`src/rtl/tmul_result_drain.sv`:
```
// Result drain for the tile-multiply array: credit-gated issue, fixed-latency capture, ordered FIFO output.
// Optional build macro TMUL_DRAIN_NAN_FLAG_EN adds a per-row FP16 NaN flag (out_nan) carried alongside out_data.
module tmul_result_drain #(
  parameter int unsigned LATENCY       = 15,
  parameter int unsigned DEPTH         = 4,
  parameter int unsigned ROWS_PER_TILE = 16
) (
  input  logic         clk,
  input  logic         rst_n,
  input  logic         issue_valid,
  output logic         issue_ready,
  input  logic [511:0] row_product,
  output logic         out_valid,
  input  logic         out_ready,
  output logic [511:0] out_data,
  output logic         out_last,
`ifdef TMUL_DRAIN_NAN_FLAG_EN
  output logic         out_nan,
`endif
  output logic         issue_err
);

  localparam int unsigned PW = (DEPTH > 1) ? $clog2(DEPTH) : 1;
  localparam int unsigned CW = $clog2(DEPTH + 1);
  localparam int unsigned RW = (ROWS_PER_TILE > 1) ? $clog2(ROWS_PER_TILE) : 1;
  localparam int unsigned DW = 512;
  localparam int unsigned LANES = 32;

  logic [LATENCY-1:0] tok;
  logic               accept;
  logic               capture;
  logic               pop;
  logic [CW-1:0]      fifo_count;
  logic [CW-1:0]      fifo_count_n;
  logic [CW-1:0]      inflight_count;
  logic [CW-1:0]      inflight_count_n;
  logic [CW:0]        credit_total_n;
  logic [PW-1:0]      wr_ptr;
  logic [PW-1:0]      rd_ptr;
  logic [RW-1:0]      row_cnt;
  logic               row_is_last;

  logic [DW-1:0] mem_data [DEPTH];
  logic          mem_last [DEPTH];

  assign accept      = issue_valid & issue_ready;
  assign capture     = tok[LATENCY-1];
  assign pop         = out_valid & out_ready;
  assign row_is_last = (row_cnt == RW'(ROWS_PER_TILE - 1));

  function automatic logic [PW-1:0] ptr_inc(input logic [PW-1:0] p);
    return (p == PW'(DEPTH - 1)) ? '0 : p + PW'(1);
  endfunction

  // Next-state occupancy; a capture moves a credit from in-flight to buffered.
  always_comb begin
    fifo_count_n     = fifo_count;
    inflight_count_n = inflight_count;
    case ({capture, pop})
      2'b10:   fifo_count_n = fifo_count + CW'(1);
      2'b01:   fifo_count_n = fifo_count - CW'(1);
      default: fifo_count_n = fifo_count;
    endcase
    case ({accept, capture})
      2'b10:   inflight_count_n = inflight_count + CW'(1);
      2'b01:   inflight_count_n = inflight_count - CW'(1);
      default: inflight_count_n = inflight_count;
    endcase
    credit_total_n = {1'b0, fifo_count_n} + {1'b0, inflight_count_n};
  end

  // Token pipe, counters, pointers and registered status outputs.
  always_ff @(posedge clk) begin
    if (!rst_n) begin
      tok            <= '0;
      fifo_count     <= '0;
      inflight_count <= '0;
      wr_ptr         <= '0;
      rd_ptr         <= '0;
      row_cnt        <= '0;
      issue_err      <= 1'b0;
      out_valid      <= 1'b0;
      issue_ready    <= 1'b1;
    end else begin
      tok[0] <= accept;
      for (int unsigned i = 1; i < LATENCY; i++) begin
        tok[i] <= tok[i-1];
      end
      fifo_count     <= fifo_count_n;
      inflight_count <= inflight_count_n;
      if (capture) begin
        wr_ptr  <= ptr_inc(wr_ptr);
        row_cnt <= row_is_last ? '0 : row_cnt + RW'(1);
      end
      if (pop) begin
        rd_ptr <= ptr_inc(rd_ptr);
      end
      issue_err   <= issue_err | (issue_valid & ~issue_ready);
      out_valid   <= (fifo_count_n != '0);
      issue_ready <= (credit_total_n < (CW + 1)'(DEPTH));
    end
  end

  // Storage is not reset; the read side is masked by out_valid.
  always_ff @(posedge clk) begin
    if (rst_n && capture) begin
      mem_data[wr_ptr] <= row_product;
      mem_last[wr_ptr] <= row_is_last;
    end
  end

  assign out_data = out_valid ? mem_data[rd_ptr] : '0;
  assign out_last = out_valid & mem_last[rd_ptr];

`ifdef TMUL_DRAIN_NAN_FLAG_EN
  logic mem_nan [DEPTH];

  // FP16 NaN: all-ones exponent with a non-zero mantissa in any lane.
  function automatic logic row_has_nan(input logic [DW-1:0] r);
    logic any;
    any = 1'b0;
    for (int unsigned l = 0; l < LANES; l++) begin
      if (r[16*l+10 +: 5] == 5'h1F && r[16*l +: 10] != 10'h000) begin
        any = 1'b1;
      end
    end
    return any;
  endfunction

  always_ff @(posedge clk) begin
    if (rst_n && capture) begin
      mem_nan[wr_ptr] <= row_has_nan(row_product);
    end
  end

  assign out_nan = out_valid & mem_nan[rd_ptr];
`endif

  // The credit scheme guarantees a free slot at every capture.
  always_ff @(posedge clk) begin
    if (rst_n) begin
      overflow_chk: assert (!(capture && !pop && fifo_count == CW'(DEPTH)));
    end
  end

endmodule

```
`config.mk`:
```
export PLATFORM = sky130hd
export DESIGN_NAME = tmul_result_drain
export DESIGN_NICKNAME = d
export VERILOG_FILES = /design/src/rtl/tmul_result_drain.sv
export SDC_FILE = /design/constraint.sdc
export NUM_CORES = 2
export LEC_CHECK = 0
export ABC_AREA = 0
export BUFFER_PORTS_ARGS = -buffer_cell sky130_fd_sc_hd__buf_2
export CORE_MARGIN = 3
export CORE_UTILIZATION = 30
export DETAILED_ROUTE_END_ITERATION = 6
export GPL_TIMING_DRIVEN = 0
export PLACE_DENSITY = 0.54
export SYNTH_ARGS = -nofsm -noshare
export SYNTH_HDL_FRONTEND = slang
export SYNTH_SLANG_ARGS = --single-unit
```
`constraint.sdc`:
```
create_clock -name clk -period 26.3 [get_ports clk]
set_clock_uncertainty 0.2 [all_clocks]
set_input_delay 2.63 -clock clk [delete_from_list [all_inputs] [get_ports clk]]
set_output_delay 2.63 -clock clk [all_outputs]
set_load 0.03 [all_outputs]
```
==> metrics.yaml <==
syn_nets: 3905
fmax_mhz: 147
portBuffers: 1031
slew_viol_final: 0
num_rows: 187
synth_area_mm2: 0.0788
synth_area_leaders: "edfxtp_1, mux4_2, and2_1"
synth_top_area_cell: "edfxtp_1"
ctsHoldBuffers: 0
drt_iter0_drc: 3111
async_flop_share_pct: 0
final_cell_mix: "edfxtp_1, buf_2, and2_1"
fp.dieW_um: 518
grt_pass1_wl_um: 303000
grt_pass1_vias: 40300
synth_seq_area_share_pct: 79.1
place_congestion: 0.772
cts_tree: "yes"
grt_max_degree: 54
relSlewSlack_pct: 26.0
rr_startpoint: "tok[14]$_SDFF_PN0_"
cpPeakStageDelay_ps: 780
critical_path_arrival_ps: 3960
avgRoutedWirePerCell_um: 25.5
preCtsSetupSlack_ps: 20220
pin_count: 1032
cts.sinks: 2086
hold_end: "tok[14]$_SDFF_PN0_"
yosys.area.top_type_share_pct: 78.2
synth_edf_count: 2052
crit_fanout: 11
max-vdd-ir-drop_v: 0.0000539
cp-end-kind: "primary output"
start_kind: "flop"
multi_input_area_mm2: 0.0154
viasPerCell: 4.59
crit_chain: "buf_2 -> clkbuf_1 -> buf_2 -> mux4_2 -> and2_1 -> buf_2"
worst-r2r-cell-count: 6
antenna_found_initial: 170
regArea_mm2: 0.0623
cts_buffers: 227
layout_commonest_cell: "edfxtp_1"
insertion_delay_ps: 880
fin_ws_ps: 19510
crit_type: "flop to primary output"
status: "completed"
p_leak_uw: 0.0327
dr_total_vias: 38700
cp_data_required_time_ps: 23470
firstDrtPassIters: 7
grt_overflow: 0
final.period_utilization_pct: 25.8
postSynthCellCount: 3377
maxCapViolations: 0
p_per_area_mw_per_mm2: 70.0
initial_core_util_pct: 30.3
synth.distinct_cells: 25
drc: 0
h-tree-depth: 4
hold_violations: 0
final_layout_size_suffix_gt1_share_pct: 41.5
rsz0062_at_grt: "false"
cts.repair.resized: 0
tightest_slew_ps: 1110
fillers: 24000
post-cts-setup-buffers: 0
ys.flop_type: "edfxtp_1"
area_growth_syn_to_layout_pct: 23.0
dpl.hpwl_um: 149000
synth_seq_cells: 2086
holdCritPathClass: "flop to flop"
setup_violations: 0
grt.total_usage_pct: 15.6
wl_um: 214000
path_common_cell: "buf_2"
core_area_mm2: 0.260
r2r_slack_ps: 22830
synth_area_per_cell_um2: 23.3
reg2reg_to: "mem_data[3][361]$_DFFE_PP_"
die_area_mm2: 0.269
period_minus_slack_ps: 6790
die_y_um: 518
timing.hold.ws_ps: 231
cts_root_buffer: "clkbuf_16"
min_path_cells: 1
clkTransAtPathRegs_ps: 60
layout.nets: 5212
ant_nets: 0
slowest_stage: "clkbuf_1"
min_from: "tok[13]$_SDFF_PN0_"
clock_path_buffers: 4
ys.warnings.count: 0
-- synth_stat cells (all sizes together) (4+ instances only) --
cell type and count:
inv 6, a21oi 7, and3 5, dfxtp 34
buf 107, clkbuf 68, nand2 8, mux2i 4
edfxtp 2052, nor2 12, and2 530, ha 10
mux4 513
-- cell families after synthesis --
| logic type | Yosys count | share of synthesized area (%) |
|---|---|---|
| DFF | 2086 | 79.1 |
| muxes | 519 | 14.7 |
| and+or+nand+nor | 561 | 4.39 |
| buffers and inverters | 181 | 1.45 |
| adders and majority gates | 12 | 0.210 |
| xor gates and xnor gates | 5 | 0.0556 |
| AOI/OAI and AO/OA | 13 | 0.0873 |
-- registers in the layout, indices dropped and copies added (netlist names), named ones only --
register,flops
row_cnt,4
fifo_count,3
wr_ptr,2
mem_last,4
issue_err,1
rd_ptr,2
out_valid,1
mem_data,2048
inflight_count,3
tok,15
issue_ready,1
-- final cells by class --
class	instances	area share [%]
Antenna cell	75	0.194
Buffer	175	1.16
Clock buffer	277	6.12
Clock inverter	122	1.23
Inverter	6	0.0232
Multi-Input combinational cell	1110	15.9
Sequential cell	2086	64.3
Tap cell	3496	4.51
Timing Repair Buffer	1078	6.62
-- where the power goes --
part | switching, µW | total, µW | leakage [µW] | internal [µW]
logic | 42.3 | 71.4 | 0.0105 | 29.0
registers | 0.424 | 3650 | 0.0187 | 3650
clock network | 1290 | 3070 | 0.00348 | 1770
-- per-layer routing --
layer	routed length (µm)	vias to the layer above	GRT usage (%)
met2	101000	1335	24.7
met3	22300	506	6.68
met4	9230	100	6.30
met1	81600	20100	18.8
li1	-	16700	-
met5	635	-	0
-- metrics by stage --
stage          utilization, %  power [µW]  setup TNS (ps)  cell area, µm²  cells
2_1_floorplan               -        3720               0           78800   3377
3_3_place_gp             33.9        3780        -2001240           88300   7904
3_5_place_dp             34.4        3790               0           89600   7951
4_1_cts                  37.1        6890               0           96700   8350
5_1_grt                  37.2        7030               0           96800   8373
6_report                 37.2        6790               0           96900   8425
-- critical path, delay by kind of cell (launching register included) --
family	cells	cell delay [ps]
DFF	1	300
muxes	1	240
buffers and inverters	4	2030
and+or+nand+nor	1	450
-- worst max path at each step --
stage                               startpoint                    endpoint  slack, ps  cells past startpoint
after floorplan                          rst_n    mem_data[0][0]$_DFFE_PP_      10620                      2
after global placement                   rst_n  mem_data[0][361]$_DFFE_PP_      -1470                      3
after detailed placement                  flop               out_data[346]      20220                      6
after CTS                                 flop               out_data[346]      19190                      6
after global routing      out_valid$_SDFF_PN0_                out_data[75]      19270                      6
final                                     flop               out_data[346]      19510                      6
(Power assumes the default switching activity.)
